**config.mk**
```make
export PLATFORM = sky130hd
export DESIGN_NAME = majority_sequencer_flat
export DESIGN_NICKNAME = d
export VERILOG_FILES = /design/src/rtl/majority_sequencer_if.sv /design/src/rtl/majority_sequencer.sv /design/src/flat_wrapper.sv
export SDC_FILE = /design/constraint.sdc
export NUM_CORES = 1
export LEC_CHECK = 0
export CORE_UTILIZATION = 40
export DETAILED_ROUTE_END_ITERATION = 8
export GPL_TIMING_DRIVEN = 0
export PLACE_DENSITY = 0.65
export SLEW_MARGIN = 30
export SYNTH_ARGS = -nofsm -noshare
export SYNTH_HDL_FRONTEND = slang
export SYNTH_SLANG_ARGS = --single-unit
```
**constraint.sdc**
```tcl
create_clock -name clk -period 5.99 [get_ports clk]
set_clock_uncertainty 0.2 [all_clocks]
set_input_delay 0.599 -clock clk [delete_from_list [all_inputs] [get_ports clk]]
set_output_delay 0.599 -clock clk [all_outputs]
set_load 0.03 [all_outputs]
```
**src/rtl/majority_sequencer_if.sv**
```systemverilog
// ----------------------------------------------------------------------------
// majority_sequencer_if
//
// Groups every non-clock signal of the majority sequencer into one bundle.
// The slave modport is the sequencer's view. The master modport is the view of
// the surrounding environment: host run control, the core result source and
// the majority counter.
//
// Handshake rule: a result vector moves on a rising clock edge where
// item_valid and item_ready are both high. item_valid may rise and fall
// freely, and the sequencer never depends on it being held. item_ready is a
// pure function of sequencer state.
//
// Signals:
//   start, abort            host run control (pulse / synchronous)
//   cfg_items/cores/even/rand_bit   pass configuration, latched on start
//   item_valid, item_ready  result-vector handshake
//   cnt_clear, cnt_tmp_even, cnt_tmp_rand_bit, cnt_update, cnt_core_enable
//                           drive the majority counter
//   cnt_sign_bit            counter's sign output
//   busy, done, sign_out    run status and captured result
// ----------------------------------------------------------------------------
interface majority_sequencer_if #(
    parameter int N_W = 20
);
    logic           start;
    logic           abort;
    logic [N_W-1:0] cfg_items;
    logic [5:0]     cfg_cores;
    logic           cfg_even;
    logic           cfg_rand_bit;
    logic           item_valid;
    logic           item_ready;
    logic           cnt_clear;
    logic           cnt_tmp_even;
    logic           cnt_tmp_rand_bit;
    logic           cnt_update;
    logic [31:0]    cnt_core_enable;
    logic           cnt_sign_bit;
    logic           busy;
    logic           done;
    logic           sign_out;

    modport slave (
        input  start, abort, cfg_items, cfg_cores, cfg_even, cfg_rand_bit,
        input  item_valid, cnt_sign_bit,
        output item_ready, cnt_clear, cnt_tmp_even, cnt_tmp_rand_bit,
        output cnt_update, cnt_core_enable, busy, done, sign_out
    );

    modport master (
        output start, abort, cfg_items, cfg_cores, cfg_even, cfg_rand_bit,
        output item_valid, cnt_sign_bit,
        input  item_ready, cnt_clear, cnt_tmp_even, cnt_tmp_rand_bit,
        input  cnt_update, cnt_core_enable, busy, done, sign_out
    );
endinterface

```
**src/rtl/majority_sequencer.sv**
```systemverilog
// ----------------------------------------------------------------------------
// majority_sequencer
//
// Runs one bundling pass of the 32-core majority counter. It performs these
// steps in order:
//   1. Clears the counter and presents the tie-break seed.
//   2. Sets the core-enable mask.
//   3. Meters accepted result vectors into update pulses spaced UPD_GAP
//      cycles apart.
//   4. Waits out the counter's adder tree.
//   5. Captures the final sign and pulses done.
//
// Ports:
//   clk          rising-edge clock
//   rst_n        asynchronous active-low reset
//   bus          majority_sequencer_if.slave (run control, cfg, item
//                handshake, counter drive, status)
//   o_dbg_state  current FSM state encoding, for observation only
//
// Parameters:
//   N_W          item count width
//   UPD_GAP      minimum spacing of cnt_update pulses (>= 3)
//   DRAIN_CYC    cycles from the last cnt_update until cnt_sign_bit is final
// ----------------------------------------------------------------------------
module majority_sequencer #(
    parameter int N_W       = 20,
    parameter int UPD_GAP   = 3,
    parameter int DRAIN_CYC = 4
) (
    input  logic                     clk,
    input  logic                     rst_n,
    majority_sequencer_if.slave      bus,
    output logic [2:0]               o_dbg_state
);

    localparam int GAP_W   = (UPD_GAP > 2)   ? $clog2(UPD_GAP)   : 1;
    localparam int DRAIN_W = (DRAIN_CYC > 2) ? $clog2(DRAIN_CYC) : 1;

    // GAP lasts UPD_GAP-1 cycles, so the down-counter starts at UPD_GAP-2.
    localparam logic [GAP_W-1:0]   GAP_LOAD   = GAP_W'(UPD_GAP - 2);
    localparam logic [DRAIN_W-1:0] DRAIN_LOAD = DRAIN_W'(DRAIN_CYC - 1);

    typedef enum logic [2:0] {
        S_IDLE   = 3'd0,
        S_CLEAR  = 3'd1,
        S_ACCEPT = 3'd2,
        S_GAP    = 3'd3,
        S_DRAIN  = 3'd4,
        S_FINISH = 3'd5
    } state_t;

    state_t               r_state;
    state_t               w_next_state;

    logic [N_W-1:0]       r_remaining;
    logic [GAP_W-1:0]     r_gap_cnt;
    logic [DRAIN_W-1:0]   r_drain_cnt;
    logic                 r_update;
    logic [31:0]          r_core_enable;
    logic                 r_even;
    logic                 r_rand_bit;
    logic                 r_sign;

    logic                 w_handshake;
    logic                 w_abort;
    logic                 w_capture;
    logic [5:0]           w_cores_sat;
    logic [31:0]          w_mask;

    logic                 w_item_ready;
    logic                 w_cnt_clear;
    logic                 w_busy;
    logic                 w_done;

    // ACCEPT is the only state that raises item_ready, so a transfer is
    // simply item_valid seen in ACCEPT.
    assign w_handshake = (r_state == S_ACCEPT) && bus.item_valid;
    assign w_abort     = bus.abort && (r_state != S_IDLE);
    assign w_capture   = (r_state == S_DRAIN) && (r_drain_cnt == '0);

    // Thermometer mask. Bit 5 set after saturation means exactly 32 cores,
    // which is the all-ones mask. Otherwise the shift amount stays below 32.
    assign w_cores_sat = (bus.cfg_cores > 6'd32) ? 6'd32 : bus.cfg_cores;
    assign w_mask      = w_cores_sat[5] ? 32'hFFFF_FFFF
                                        : ((32'd1 << w_cores_sat[4:0]) - 32'd1);

    // ------------------------------------------------------------------
    // FSM: state register
    // ------------------------------------------------------------------
    always_ff @(posedge clk or negedge rst_n) begin
        if (!rst_n) begin
            r_state <= S_IDLE;
        end else begin
            r_state <= w_next_state;
        end
    end

    // ------------------------------------------------------------------
    // FSM: next-state logic
    // ------------------------------------------------------------------
    always_comb begin
        w_next_state = r_state;
        if (w_abort) begin
            w_next_state = S_IDLE;
        end else begin
            unique case (r_state)
                S_IDLE: begin
                    if (bus.start) begin
                        w_next_state = S_CLEAR;
                    end
                end
                S_CLEAR: begin
                    w_next_state = (r_remaining != '0) ? S_ACCEPT : S_DRAIN;
                end
                S_ACCEPT: begin
                    if (bus.item_valid) begin
                        w_next_state = S_GAP;
                    end
                end
                S_GAP: begin
                    if (r_gap_cnt == '0) begin
                        w_next_state = (r_remaining != '0) ? S_ACCEPT : S_DRAIN;
                    end
                end
                S_DRAIN: begin
                    if (r_drain_cnt == '0) begin
                        w_next_state = S_FINISH;
                    end
                end
                S_FINISH: begin
                    w_next_state = S_IDLE;
                end
                default: begin
                    w_next_state = S_IDLE;
                end
            endcase
        end
    end

    // ------------------------------------------------------------------
    // FSM: state-decoded outputs
    // ------------------------------------------------------------------
    always_comb begin
        w_item_ready = 1'b0;
        w_cnt_clear  = 1'b0;
        w_busy       = 1'b1;
        w_done       = 1'b0;
        unique case (r_state)
            S_IDLE:   w_busy       = 1'b0;
            S_CLEAR:  w_cnt_clear  = 1'b1;
            S_ACCEPT: w_item_ready = 1'b1;
            S_FINISH: w_done       = 1'b1;
            default:  ;
        endcase
    end

    // ------------------------------------------------------------------
    // Datapath: configuration latch, counters, update pulse, sign capture
    // ------------------------------------------------------------------
    always_ff @(posedge clk or negedge rst_n) begin
        if (!rst_n) begin
            r_remaining   <= '0;
            r_gap_cnt     <= '0;
            r_drain_cnt   <= '0;
            r_update      <= 1'b0;
            r_core_enable <= '0;
            r_even        <= 1'b0;
            r_rand_bit    <= 1'b0;
            r_sign        <= 1'b0;
        end else begin
            // An abort in the handshake cycle kills the pending update.
            r_update <= w_handshake && !bus.abort;

            if (r_state == S_IDLE) begin
                if (bus.start) begin
                    r_remaining   <= bus.cfg_items;
                    r_even        <= bus.cfg_even;
                    r_rand_bit    <= bus.cfg_rand_bit;
                    r_core_enable <= w_mask;
                end
            end else if (bus.abort) begin
                r_core_enable <= '0;
                r_remaining   <= '0;
                r_gap_cnt     <= '0;
                r_drain_cnt   <= '0;
            end else begin
                if (w_handshake && (r_remaining != '0)) begin
                    r_remaining <= r_remaining - N_W'(1);
                end

                if (w_handshake) begin
                    r_gap_cnt <= GAP_LOAD;
                end else if ((r_state == S_GAP) && (r_gap_cnt != '0)) begin
                    r_gap_cnt <= r_gap_cnt - GAP_W'(1);
                end

                // The drain window is timed from the last update pulse, not
                // from entry into DRAIN. The counter reloads on every pulse,
                // and on CLEAR for an empty pass, and then runs through GAP.
                // Because of this the window stays exact as long as
                // UPD_GAP-1 <= DRAIN_CYC.
                if ((r_state == S_CLEAR) || r_update) begin
                    r_drain_cnt <= DRAIN_LOAD;
                end else if (r_drain_cnt != '0) begin
                    r_drain_cnt <= r_drain_cnt - DRAIN_W'(1);
                end

                if (w_capture) begin
                    r_sign <= bus.cnt_sign_bit;
                end
            end
        end
    end

    assign bus.item_ready       = w_item_ready;
    assign bus.cnt_clear        = w_cnt_clear;
    assign bus.busy             = w_busy;
    assign bus.done             = w_done;
    assign bus.cnt_update       = r_update;
    assign bus.cnt_core_enable  = r_core_enable;
    assign bus.cnt_tmp_even     = r_even;
    assign bus.cnt_tmp_rand_bit = r_rand_bit;
    assign bus.sign_out         = r_sign;
    assign o_dbg_state          = r_state;

endmodule

```
**src/flat_wrapper.sv**
```systemverilog
// flat-port wrapper written by rule: the top's interface ports become plain ports
module majority_sequencer_flat 
#(
    parameter int N_W       = 20,
    parameter int UPD_GAP   = 3,
    parameter int DRAIN_CYC = 4
)
  (clk, rst_n, o_dbg_state, bus_start, bus_abort, bus_cfg_items, bus_cfg_cores, bus_cfg_even, bus_cfg_rand_bit, bus_item_valid, bus_cnt_sign_bit, bus_item_ready, bus_cnt_clear, bus_cnt_tmp_even, bus_cnt_tmp_rand_bit, bus_cnt_update, bus_cnt_core_enable, bus_busy, bus_done, bus_sign_out);
  majority_sequencer_if #(.N_W(N_W)) bus_i ();
  input  logic clk;
  input  logic rst_n;
  output logic [2:0] o_dbg_state;
  input wire logic [$bits(bus_i.start)-1:0] bus_start;
  input wire logic [$bits(bus_i.abort)-1:0] bus_abort;
  input wire logic [$bits(bus_i.cfg_items)-1:0] bus_cfg_items;
  input wire logic [$bits(bus_i.cfg_cores)-1:0] bus_cfg_cores;
  input wire logic [$bits(bus_i.cfg_even)-1:0] bus_cfg_even;
  input wire logic [$bits(bus_i.cfg_rand_bit)-1:0] bus_cfg_rand_bit;
  input wire logic [$bits(bus_i.item_valid)-1:0] bus_item_valid;
  input wire logic [$bits(bus_i.cnt_sign_bit)-1:0] bus_cnt_sign_bit;
  output wire logic [$bits(bus_i.item_ready)-1:0] bus_item_ready;
  output wire logic [$bits(bus_i.cnt_clear)-1:0] bus_cnt_clear;
  output wire logic [$bits(bus_i.cnt_tmp_even)-1:0] bus_cnt_tmp_even;
  output wire logic [$bits(bus_i.cnt_tmp_rand_bit)-1:0] bus_cnt_tmp_rand_bit;
  output wire logic [$bits(bus_i.cnt_update)-1:0] bus_cnt_update;
  output wire logic [$bits(bus_i.cnt_core_enable)-1:0] bus_cnt_core_enable;
  output wire logic [$bits(bus_i.busy)-1:0] bus_busy;
  output wire logic [$bits(bus_i.done)-1:0] bus_done;
  output wire logic [$bits(bus_i.sign_out)-1:0] bus_sign_out;
  assign bus_i.start = bus_start;
  assign bus_i.abort = bus_abort;
  assign bus_i.cfg_items = bus_cfg_items;
  assign bus_i.cfg_cores = bus_cfg_cores;
  assign bus_i.cfg_even = bus_cfg_even;
  assign bus_i.cfg_rand_bit = bus_cfg_rand_bit;
  assign bus_i.item_valid = bus_item_valid;
  assign bus_i.cnt_sign_bit = bus_cnt_sign_bit;
  assign bus_item_ready = bus_i.item_ready;
  assign bus_cnt_clear = bus_i.cnt_clear;
  assign bus_cnt_tmp_even = bus_i.cnt_tmp_even;
  assign bus_cnt_tmp_rand_bit = bus_i.cnt_tmp_rand_bit;
  assign bus_cnt_update = bus_i.cnt_update;
  assign bus_cnt_core_enable = bus_i.cnt_core_enable;
  assign bus_busy = bus_i.busy;
  assign bus_done = bus_i.done;
  assign bus_sign_out = bus_i.sign_out;
  majority_sequencer #(.N_W(N_W), .UPD_GAP(UPD_GAP), .DRAIN_CYC(DRAIN_CYC)) u_core (.clk(clk), .rst_n(rst_n), .bus(bus_i), .o_dbg_state(o_dbg_state));
endmodule
```
Word-level counts from Yosys, hierarchy flattened --
Cells that the tools add are included.
Storage, ports and cells: output and inout bits 43, register bits after elaboration 63
Operators by class: shift operators 1, order comparisons 1, bitwise operators 2, reduce and logical (&&, ||, !) cells 26, equality and inequality tests 10, add/subtract/negate cells 4, mux-type cells 26
Operators with widths (count):
- 2-to-1 mux 32 bit | 4
- 2-to-1 mux 20 bit | 4
- left shift 1 x 5 -> 32 bit, first input constant | 1
- subtractor 32 x 1 -> 32 bit, second input constant | 1
- nonzero test 20 bit | 1
- subtractor 20 x 1 -> 20 bit, second input constant | 1
- 2-to-1 mux 3 bit | 6
- case mux 3 bit (5 select lines) | 1
- 2-to-1 mux 2 bit | 6
- nonzero test 3 bit | 4
- AND reduction 2 bit | 5
- != test 3 x 2 -> 1 bit, second input constant | 3
- == test 3 x 2 -> 1 bit, second input constant | 2
- == test 3 bit, second input constant | 2
- greater-than comparator 6 bit, second input constant | 1
- logical AND 1 bit | 6
- 2-to-1 mux 6 bit | 1
- nonzero test 2 bit | 3
- zero test 2 bit | 2
- 2-to-1 mux 1 bit | 4
- AND reduction 4 bit | 1
- subtractor 2 x 1 -> 2 bit, second input constant | 2
- == test 3 x 1 -> 1 bit, second input constant | 1
- zero test 3 bit | 1
- 6 further kinds | 7

Longest topological paths before layout --
Gate-level depths: netlist of run 1.
depth in word-level cells 7, depth in mapped cells 10

Worst setup path before layout of run 1 --
No wires, ideal clock.
path kind input to register, start point input port bus_cfg_cores[1], end point register u_core.r_core_enable[12] (netlist: u_core.bus.cnt_core_enable[12]), setup slack 3.291 ns, arrival time 2.432 ns, stages on the path 10, cell sequence clkbuf_1 -> nor3_1 -> nand3_1 -> ha_1 -> clkbuf_1 -> nor2_1 -> nand2_1 -> o2bb2a_1 -> o21ai_0 -> a22o_1
On the way: word-level cells in the longest chain between the ends 7
Ends and longest elaborated chain:
- start: declaration | line flat_wrapper.sv:16 | input wire logic [$bits(bus_i.cfg_cores)-1:0] bus_cfg_cores;
- greater-than comparator 6 bit | line majority_sequencer.sv:83 | assign w_cores_sat = (bus.cfg_cores > 6'd32) ? 6'd32 : bus.cfg_cores;
- 2-to-1 mux 6 bit * | line majority_sequencer.sv:83
- left shift 1 x 5 -> 32 bit | line majority_sequencer.sv:85 | : ((32'd1 << w_cores_sat[4:0]) - 32'd1);
- subtractor 32 x 1 -> 32 bit | line majority_sequencer.sv:85
- 2-to-1 mux 32 bit * | line majority_sequencer.sv:84 | assign w_mask = w_cores_sat[5] ? 32'hFFFF_FFFF
- 2-to-1 mux 32 bit * | line majority_sequencer.sv:175 | if (bus.start) begin
- 2-to-1 mux 32 bit * | line majority_sequencer.sv:174 | if (r_state == S_IDLE) begin
- end signal: assignment | line majority_sequencer.sv:179 | r_core_enable <= w_mask;
- end: declaration | line majority_sequencer.sv:59 | logic [31:0] r_core_enable;
Mark *: on every way between the ends. The rest lies on a longest branch, timed or not. The select of a mux whose other input is x is not followed. A chain may end at the register's enable or synchronous reset.

Final worst setup path of run 1 --
start point input port bus_cfg_cores[2], end point register u_core.r_core_enable[12] (netlist: u_core.bus.cnt_core_enable[12])
Same word-level chain as after synthesis.

==> flow_summary.json, run 1 <==
{
  "cp.required_ns": 6.07,
  "drtIter0Drc": 195,
  "num-fill-cells": 822,
  "final_cell_area_sq_um": 4752,
  "r2r_cells": 9,
  "antenna_found_initial": 0,
  "cts_tree": "yes",
  "fmax_mhz": 310.1,
  "fin_util_pct": 54.23,
  "grt_usage_pct": 22.44,
  "critPathMaxStageDelay_ns": 0.45,
  "grt_pass1_vias": 3505,
  "via_count": 3670,
  "dr.pass1.iters": 5,
  "overflow": 0,
  "synth.distinct_cells": 55,
  "clk_pin_slew_worst_paths_ns": 0.07,
  "htreeDepth": 3,
  "worst_hold_slack_ns": 0.2754,
  "synth.top_cell.area_share_pct": 43.39,
  "coreArea_sq_um": 8763,
  "synthToLayoutAreaGrowth_pct": 30.79,
  "holdPathStages": 2,
  "yosys_most_used_dff": "dfrtp_1",
  "synthMuxAreaShare_pct": 0.8953,
  "synthTopCellsByArea": "dfrtp_1 43%, o21ai_0 7.9%, nand2_1 7.1%",
  "power_mw": 2.454,
  "instances_no_fill": 643,
  "synthXorXnorAreaFrac_pct": 1.205,
  "tns_ns": 0,
  "synth-simple-area-share_pct": 21.52,
  "rr_startpoint": "u_core.r_remaining[0]$_DFFE_PN0P_",
  "period_minus_slack_ns": 3.224,
  "clock-sinks": 63,
  "route.detailed.drc": 0,
  "worst_setup_path_end_kind": "flop",
  "grt_pass1_wl_um": 17170,
  "synth_compound_area_share_pct": 25.93,
  "hp-class": "flop to flop",
  "startpoint_type": "primary input",
  "fp.dieH_um": 97.31,
  "grt_max_degree": 50,
  "ios": 77,
  "ys_ff_latch": 63,
  "preCtsSetupSlack_ns": 2.477,
  "yosys_warnings": 0,
  "slew_violations": 0,
  "start_util_pct": 41.46,
  "rows": 34,
  "cap_violations": 0,
  "setup_viol": 0,
  "synth_area_per_cell_sq_um": 8.147,
  "period_share_pct": 53.83,
  "synthCells": 446,
  "p_per_area_nw_per_um2": 516.4,
  "status": "finished clean",
  "post_cts_buffers": 0,
  "cts_root_buffer": "clkbuf_8",
  "worstSetupPathType": "primary input to flop",
  "drive_gt1_share_pct": 6.168,
  "placement.io_buffers": 71,
  "clockBufferDepth": 2,
  "synthAdderAreaFrac_pct": 1.377,
  "setup_slack_ns": 2.766,
  "cts_buffers": 9,
  "relSlewSlack_pct": 45.58,
  "max-vdd-ir-drop_uv": 274.4,
  "n_antenna_cell": 0,
  "placed_cell_area_sq_um": 4511,
  "rsz0062_at_grt": "false",
  "cts-resized-gates": 0,
  "cp_slowest_cell": "nor2_1",
  "cp_cell_sequence": "clkdlybuf4s50_1 > clkbuf_1 > nor2_1 > a31oi_1 > ha_1 > clkbuf_1 > nor2_1 > nand2_1 > o2bb2a_1 > o21ai_0 > a22o_1",
  "min_from": "u_core.bus.cnt_core_enable[20]$_DFFE_PN0P_",
  "synth_area_sq_um": 3633,
  "netlist.top_cell.by_area": "dfrtp_1",
  "synth_nets": 484,
  "leakage_nw": 1.984,
  "dp_hpwl_um": 7372,
  "viasPerCell": 5.708,
  "synth_edf_count": 0,
  "wl_per_cell_um": 15.98,
  "synth_top_family_by_area": "compound AO/OA/AOI/OAI gates",
  "worstPathArrival_ns": 3.31,
  "die_w_um": 97.31,
  "dpl.cell_count": 626,
  "synth_most_common_cell": "nand2_1",
  "die-area_sq_um": 9469,
  "layout.nets": 568,
  "synth_top_cells_by_count": "69 x nand2_1, 63 x dfrtp_1, 57 x o21ai_0",
  "gp_congestion": 0.8896,
  "crit_fanout": 10,
  "routed_wl_um": 10270,
  "crit_start": "bus_cfg_cores[2]",
  "final_antenna_net_count": 0,
  "synth.yosys.seq_area_share_pct": 43.39,
  "async_flop_share_pct": 100.0,
  "worst_pin_slew_ns": 0.8101,
  "hold_viol_final": 0,
  "clk_latency_ns": 0.35
}
-- layout by cell type (no fill, tap or decap), types with 2 or more instances in the layout --
cell / n
a31oi_1: 8
and3_1: 2
clkdlybuf4s50_1: 70
buf_1: 4
inv_1: 17
o21a_1: 4
nor3b_1: 2
bufinv_16: 2
buf_4: 2
xor2_1: 4
or2_2: 3
clkbuf_8: 11
nand4_1: 2
o31ai_1: 4
a22oi_1: 2
a221oi_1: 3
nor4_1: 4
nor2b_1: 7
a211oi_1: 5
o311ai_0: 5
nand2_1: 69
dfrtp_1: 63
a21oi_1: 34
o211ai_1: 3
nor2_1: 32
a21o_1: 5
or3_1: 3
and2_1: 2
mux2_2: 2
buf_2: 2
a32oi_1: 4
ha_1: 4
o21ai_0: 57
clkbuf_1: 28
a22o_1: 5
nor3_1: 15
clkinvlp_4: 2
or4_1: 5
o22a_1: 2
nand3_1: 14
-- worst max-delay path, delay by kind of cell --
| family | cells | cell delay, ns |
|---|---|---|
| buffers and inverters | 3 | 0.86 |
| AOI/OAI and AO/OA | 4 | 0.83 |
| and+or+nand+nor | 3 | 0.82 |
| adders and majority gates | 1 | 0.20 |
-- per-layer routing --
metal  GRT usage, %  up-vias  share of wire [%]
li1               -     1765                  -
met1          29.44     1732                 44
met2          35.86      153                 48
met3          5.468       20                6.7
met4          8.597        0                2.1
met5              0        -                  0
-- report_power, final --
part           internal, mW  switching (mW)  total, mW
sequential            0.616           0.136      0.752
combinational         0.492           0.776       1.27
clock                 0.256           0.178      0.434
-- area by class of cell --
| cell class | count | area, sq um | area share, % |
|---|---|---|---|
| buffer | 36 | 142.6 | 3.002 |
| clock buffer | 11 | 151.4 | 3.186 |
| clock inverter | 5 | 80.08 | 1.685 |
| inverter | 17 | 63.81 | 1.343 |
| multi-input combinational | 330 | 1857 | 39.07 |
| sequential | 63 | 1577 | 33.18 |
| tap | 108 | 135.1 | 2.844 |
| timing repair buffer | 73 | 745.7 | 15.69 |
-- sequential cells by signal (all words and copies together), names as in the netlist --
signal and count:
u_core.r_gap_cnt 2, u_core.bus.cnt_core_enable 32, u_core.r_remaining 20, u_core.bus.cnt_tmp_even 1, u_core.r_drain_cnt 2, u_core.bus.sign_out 1, u_core.o_dbg_state 3, u_core.bus.cnt_tmp_rand_bit 1
u_core.bus.cnt_update 1
-- final timing paths --
| kind | end | slack, ns |
|---|---|---|
| setup reg to reg | u_core.r_remaining[10]$_DFFE_PN0P_ | 3.05 |
| setup / recovery | u_core.bus.cnt_core_enable[12]$_DFFE_PN0P_ | 2.77 |
| max in group asynchronous | u_core.bus.cnt_core_enable[27]$_DFFE_PN0P_ | 4.63 |
| hold / removal | u_core.bus.cnt_core_enable[20]$_DFFE_PN0P_ | 0.28 |
| hold reg to reg | u_core.bus.cnt_core_enable[20]$_DFFE_PN0P_ | 0.28 |
| min in group asynchronous | u_core.r_remaining[7]$_DFFE_PN0P_ | 0.45 |
-- kinds of logic after synthesis --
group,count (synthesis)
compound gates,151
xor+xnor,5
fa+ha+maj,4
buf+inv,53
flops,63
mux,3
simple gates,167
-- what timing repair did --
item / CTS / global route
hold buffers: 1 / 0
endpoints found under the setup margin: 0 / 0
hold endpoints to repair: 14 / 0
No activity file was read; power rests on OpenSTA's default activity.
==> run 2, diff against run 1 <==
--- a/config.mk
+++ b/config.mk
@@ -8,7 +8,7 @@
 export CORE_UTILIZATION = 40
 export DETAILED_ROUTE_END_ITERATION = 8
 export GPL_TIMING_DRIVEN = 0
-export PLACE_DENSITY = 0.65
+export PLACE_DENSITY = 0.68
 export SLEW_MARGIN = 30
 export SYNTH_ARGS = -nofsm -noshare
 export SYNTH_HDL_FRONTEND = slang
==> constraint.sdc (replaced) <==
create_clock -name clk -period 2.9 [get_ports clk]
set_clock_uncertainty 0.2 [all_clocks]
set_input_delay 0.29 -clock clk [delete_from_list [all_inputs] [get_ports clk]]
set_output_delay 0.29 -clock clk [all_outputs]
set_load 0.03 [all_outputs]
==> run 2 against run 1 <==
Effect of this change: sequential share of layout area up 0.39 points; first-iteration DRC count down 3.6%; combinational power up 110%; sequential power up 110%; design area down 1.2%; worst setup slack worse by 2.7 ns; cell count down 0.78%; clock-buffer cell count down 2; non-clock buffer count down 1; power up 96%; critical endpoint is now u_core.r_remaining[4]$_DFFE_PN0P_; core utilization down 0.63 points; die area unchanged.
==> flow_summary.json, run 2 (synthesized netlist as in run 1, its figures left out) <==
{
  "dr.pass1.iters": 4,
  "wl_per_cell_um": 16.17,
  "worst_setup_path_end_kind": "flop",
  "period_minus_slack_ns": 2.803,
  "period_share_pct": 96.66,
  "crit_fanout": 10,
  "placement.io_buffers": 71,
  "p_per_area_nw_per_um2": 1025,
  "critPathMaxStageDelay_ns": 0.55,
  "ios": 77,
  "max-vdd-ir-drop_uv": 494.8,
  "final_cell_area_sq_um": 4697,
  "grt_pass1_vias": 3511,
  "start_util_pct": 41.46,
  "clockBufferDepth": 2,
  "clk_pin_slew_worst_paths_ns": 0.07,
  "final_cell_mix": "70 x clkdlybuf4s50_1, 69 x nand2_1, 63 x dfrtp_1",
  "overflow": 0,
  "dpl.cell_count": 626,
  "hp-class": "primary input to asynchronous set/reset pin",
  "die_w_um": 97.31,
  "status": "finished clean",
  "layout.nets": 567,
  "dp_hpwl_um": 7458,
  "cp.required_ns": 2.98,
  "worst_pin_slew_ns": 0.9689,
  "gp_congestion": 0.9472,
  "route.detailed.drc": 0,
  "setup_viol": 0,
  "htreeDepth": 3,
  "cts_buffers": 9,
  "instances_no_fill": 638,
  "hold_viol_final": 0,
  "synthToLayoutAreaGrowth_pct": 29.27,
  "rows": 34,
  "final_antenna_net_count": 0,
  "grt_max_degree": 41,
  "placed_cell_area_sq_um": 4503,
  "viasPerCell": 5.715,
  "fmax_mhz": 356.7,
  "n_antenna_cell": 0,
  "cp_slowest_cell": "or4_4",
  "drtIter0Drc": 188,
  "cts_tree": "yes",
  "die-area_sq_um": 9469,
  "drive_gt1_share_pct": 7.547,
  "fp.dieH_um": 97.31,
  "antenna_found_initial": 0,
  "worstPathArrival_ns": 2.89,
  "cts_root_buffer": "clkbuf_8",
  "grt_usage_pct": 22.55,
  "routed_wl_um": 10320,
  "coreArea_sq_um": 8763,
  "leakage_nw": 1.963,
  "clk_latency_ns": 0.34,
  "final_common_cell": "clkdlybuf4s50_1",
  "cap_violations": 0,
  "largest_reg_flops": 32,
  "startpoint_type": "flop",
  "rsz0062_at_grt": "true",
  "slew_violations": 0,
  "cp_cell_sequence": "inv_1 > ha_1 > or4b_4 > or4_4 > a211oi_4 > buf_4 > o21bai_2 > a221o_1",
  "worstSetupPathType": "flop to flop",
  "grt_pass1_wl_um": 17330,
  "via_count": 3646,
  "rr_startpoint": "u_core.r_remaining[0]$_DFFE_PN0P_",
  "relSlewSlack_pct": 34.52,
  "crit_start": "u_core.r_remaining[0]$_DFFE_PN0P_",
  "clock-sinks": 63
}
run 2: changes by cell type in the layout (fill, tap and decap cells not counted), moves of 2 or more:
| cell | change |
|---|---|
| clkbuf_1 | -3 |
| nor2_1 | -3 |
| buf_2 | +2 |
| bufinv_16 | -2 |
| clkbuf_8 | -2 |
| clkinv_2 | +2 |
| clkinvlp_4 | -2 |
| nor2_2 | +2 |
| nor3_1 | -2 |
| nor3_2 | +2 |
run 2: where the power goes:
| part | switching [mW] | leakage, nW | internal, mW |
|---|---|---|---|
| Combinational | 1.61 | 1.08 | 1.03 |
| Clock | 0.329 | 0.0764 | 0.286 |
| Sequential | 0.285 | 0.802 | 1.27 |
run 2: what timing repair did:
item	in CTS	in global routing
setup endpoints to repair	4	36
hold endpoints to repair	63	0
setup buffers	0	0
hold buffers	1	0
resized for setup	3	13
run 2: final cells by class:
type / instances / area (sq um)
Buffer: 35 / 142.6
Sequential cell: 63 / 1577
Multi-Input combinational cell: 330 / 1902
Timing Repair Buffer: 73 / 738.2
Clock buffer: 9 / 123.9
Clock inverter: 3 / 15.01
Inverter: 17 / 63.81
Fill cell: 846 / 4066
Tap cell: 108 / 135.1
run 2: worst max-delay path, delay by kind of cell, from the launching register on:
| family | cells | cell delay (ns) |
|---|---|---|
| and+or+nand+nor | 2 | 1.08 |
| DFF | 1 | 0.40 |
| adders and majority gates | 1 | 0.20 |
| AOI/OAI and AO/OA | 3 | 0.55 |
| buffers and inverters | 2 | 0.30 |
run 2: per-stage QoR:
| stage | power, mW | hold WS (ns) | setup slack, ns | setup TNS [ns] | utilization, % |
|---|---|---|---|---|---|
| finish | 4.817 | 0.1800 | 0.09677 | 0 | 53.60 |
| global route | 5.171 | 0.2046 | -0.05974 | -0.08760 | 53.60 |
| CTS | 4.809 | 0.1786 | 0.002247 | 0 | 53.21 |
| detailed placement | 4.175 | 0.01435 | -0.3710 | -3.435 | 51.38 |
| global placement | 4.115 | 0.2634 | -0.7703 | -51.30 | 51.11 |
| floorplan | 3.185 | -0.2056 | 0.2439 | 0 | - |
run 2: worst paths after layout:
check	cells after the start	to	slack, ns
hold / removal	2	u_core.r_remaining[7]$_DFFE_PN0P_	0.18
setup reg to reg	8	u_core.r_remaining[4]$_DFFE_PN0P_	0.1
max in group asynchronous	3	u_core.bus.cnt_core_enable[20]$_DFFE_PN0P_	1.79
min in group clk	2	u_core.o_dbg_state[2]$_DFFE_PN0P_	0.20
hold reg to reg	2	u_core.bus.cnt_tmp_rand_bit$_DFFE_PN0P_	0.28
setup / recovery	8	u_core.r_remaining[4]$_DFFE_PN0P_	0.1
run 2: per-layer routing:
layer / vias up / part of all wire [%] / GRT usage, %
met3: 27 / 6.5 / 4.532
li1: 1758 / - / -
met2: 138 / 47 / 36.08
met1: 1723 / 44 / 30.34
met5: - / 0 / 0
met4: 0 / 2.5 / 8.145
==> run 3, diff against run 2 <==
--- a/config.mk
+++ b/config.mk
@@ -5,10 +5,12 @@
 export SDC_FILE = /design/constraint.sdc
 export NUM_CORES = 1
 export LEC_CHECK = 0
-export CORE_UTILIZATION = 40
+export ABC_CLOCK_PERIOD_IN_PS = 2900
+export CORE_MARGIN = 3
+export CORE_UTILIZATION = 46
 export DETAILED_ROUTE_END_ITERATION = 8
 export GPL_TIMING_DRIVEN = 0
-export PLACE_DENSITY = 0.68
+export PLACE_DENSITY = 0.76
 export SLEW_MARGIN = 30
 export SYNTH_ARGS = -nofsm -noshare
 export SYNTH_HDL_FRONTEND = slang
==> run 3 against run 2 <==
Effect of this change: sequential share of layout area fell by 0.58 points; via count rose by 2.2%; first-iteration DRC count rose by 14%; sequential power barely moved; critical path depth did not move; critical path type unchanged; largest cell class unchanged.
==> flow_summary.json, run 3 (synthesized netlist as in run 1, its figures left out) <==
{
  "final_cell_area_sq_um": 4780,
  "antenna_found_initial": 0,
  "p_per_area_nw_per_um2": 1045,
  "clk_pin_slew_worst_paths_ns": 0.07,
  "worst_setup_path_end_kind": "flop",
  "cp.required_ns": 2.92,
  "synthToLayoutAreaGrowth_pct": 31.54,
  "grt_pass1_vias": 3609,
  "start_util_pct": 48.79,
  "crit_family": "simple AND/OR/NAND/NOR gates",
  "grt_max_degree": 52,
  "dr.pass1.iters": 4,
  "critPathMaxStageDelay_ns": 0.54,
  "fp.dieH_um": 94.88,
  "hp-class": "primary input to asynchronous set/reset pin",
  "n_antenna_cell": 0,
  "period_share_pct": 95.12,
  "drive_gt1_share_pct": 8.566,
  "die_w_um": 94.88,
  "dpl.cell_count": 617,
  "max-vdd-ir-drop_uv": 675.1,
  "status": "finished clean",
  "worstPathArrival_ns": 2.78,
  "worst_pin_slew_ns": 0.9665,
  "routed_wl_um": 10240,
  "cp_slowest_cell": "or4_4",
  "leakage_nw": 2.005,
  "fin_util_pct": 64.18,
  "startpoint_type": "flop",
  "setup_viol": 0,
  "period_minus_slack_ns": 2.758,
  "clockBufferDepth": 2,
  "viasPerCell": 5.857,
  "crit_fanout": 10,
  "wl_met2_um": 5092,
  "preCtsSetupSlack_ns": -0.2928,
  "grt_pass1_wl_um": 17150,
  "cp_cell_sequence": "inv_1 > ha_2 > or4b_4 > or4_4 > a211oi_4 > buf_6 > o21ai_0 > o311ai_2",
  "wl_per_cell_um": 16.10,
  "dp_hpwl_um": 7449,
  "crit_start": "u_core.r_remaining[1]$_DFFE_PN0P_",
  "largest_reg_flops": 32,
  "tns_ns": 0,
  "fmax_mhz": 362.5,
  "setup_slack_ns": 0.1416,
  "gp_congestion": 0.9506,
  "relSlewSlack_pct": 34.69,
  "power_mw": 4.995,
  "final_cell_mix": "70 x clkdlybuf4s50_1, 69 x nand2_1, 63 x dfrtp_1",
  "placement.io_buffers": 71,
  "overflow": 0,
  "grt_usage_pct": 24.23,
  "rows": 31,
  "rsz0062_at_grt": "false",
  "top_layer": "met4",
  "hold_viol_final": 0,
  "routed-wl-met3_um": 721,
  "die-area_sq_um": 9001,
  "layout.nets": 570,
  "instances_no_fill": 636,
  "final_antenna_net_count": 0,
  "clock-sinks": 63,
  "slew_violations": 0,
  "worstSetupPathType": "flop to flop",
  "wirelength_met1_um": 4269,
  "via_count": 3725,
  "drtIter0Drc": 214,
  "ios": 77,
  "clk_latency_ns": 0.34,
  "critPathBufInv": 2,
  "htreeDepth": 3,
  "cts_tree": "yes",
  "final_common_cell": "clkdlybuf4s50_1",
  "cap_violations": 0,
  "num-fill-cells": 657,
  "cts_buffers": 9,
  "route.detailed.drc": 0,
  "rr_startpoint": "u_core.r_remaining[1]$_DFFE_PN0P_",
  "coreArea_sq_um": 7447,
  "placed_cell_area_sq_um": 4499,
  "cts_root_buffer": "clkbuf_8",
  "worst_hold_slack_ns": 0.1303
}
-- run 3: changes by cell type in the layout (fill, tap and decap cells not counted), sizes merged --
| cell | before | now |
|---|---|---|
| buf | 10 | 11 |
| bufinv | 0 | 1 |
| clkbuf | 36 | 41 |
-- run 3: final timing paths --
check,endpoint,slack [ns],cells after the start
min,u_core.r_remaining[9]$_DFFE_PN0P_,0.13,2
max in group asynchronous,u_core.bus.cnt_core_enable[21]$_DFFE_PN0P_,1.86,3
max,u_core.r_remaining[2]$_DFFE_PN0P_,0.14,8
min in group clk,u_core.o_dbg_state[2]$_DFFE_PN0P_,0.16,2
max reg2reg,u_core.r_remaining[2]$_DFFE_PN0P_,0.14,8
min reg2reg,u_core.bus.cnt_core_enable[20]$_DFFE_PN0P_,0.28,2
-- run 3: what timing repair did --
item,in CTS,in global routing
gates resized for setup,2,19
hold buffers,1,0
buffers inserted,0,3
endpoints found under the hold margin,63,0
endpoints found under the setup margin,4,38
-- run 3: final cells by class --
| cell class | instances | area [sq um] | area share [%] |
|---|---|---|---|
| multi-input cells | 330 | 1908 | 39.92 |
| well taps | 99 | 123.9 | 2.592 |
| flip-flops and latches | 63 | 1577 | 32.98 |
| plain buffers | 35 | 148.9 | 3.115 |
| repair buffers | 76 | 768.2 | 16.07 |
| clock inverters | 4 | 45.04 | 0.9424 |
| inverters | 17 | 63.81 | 1.335 |
| clock buffers | 12 | 145.1 | 3.037 |
-- run 3: metal layers --
layer / vias to the layer above / track usage, %
li1: 1778 / -
met1: 1785 / 30.74
met2: 146 / 40.81
met3: 16 / 6.454
met4: 0 / 6.490
met5: - / 0
-- run 3: power breakdown --
part | internal, mW | leakage (nW) | switching [mW]
Combinational | 1.06 | 1.10 | 1.63
Clock | 0.417 | 0.100 | 0.323
Sequential | 1.27 | 0.802 | 0.289
Total | 2.75 | 2.00 | 2.25
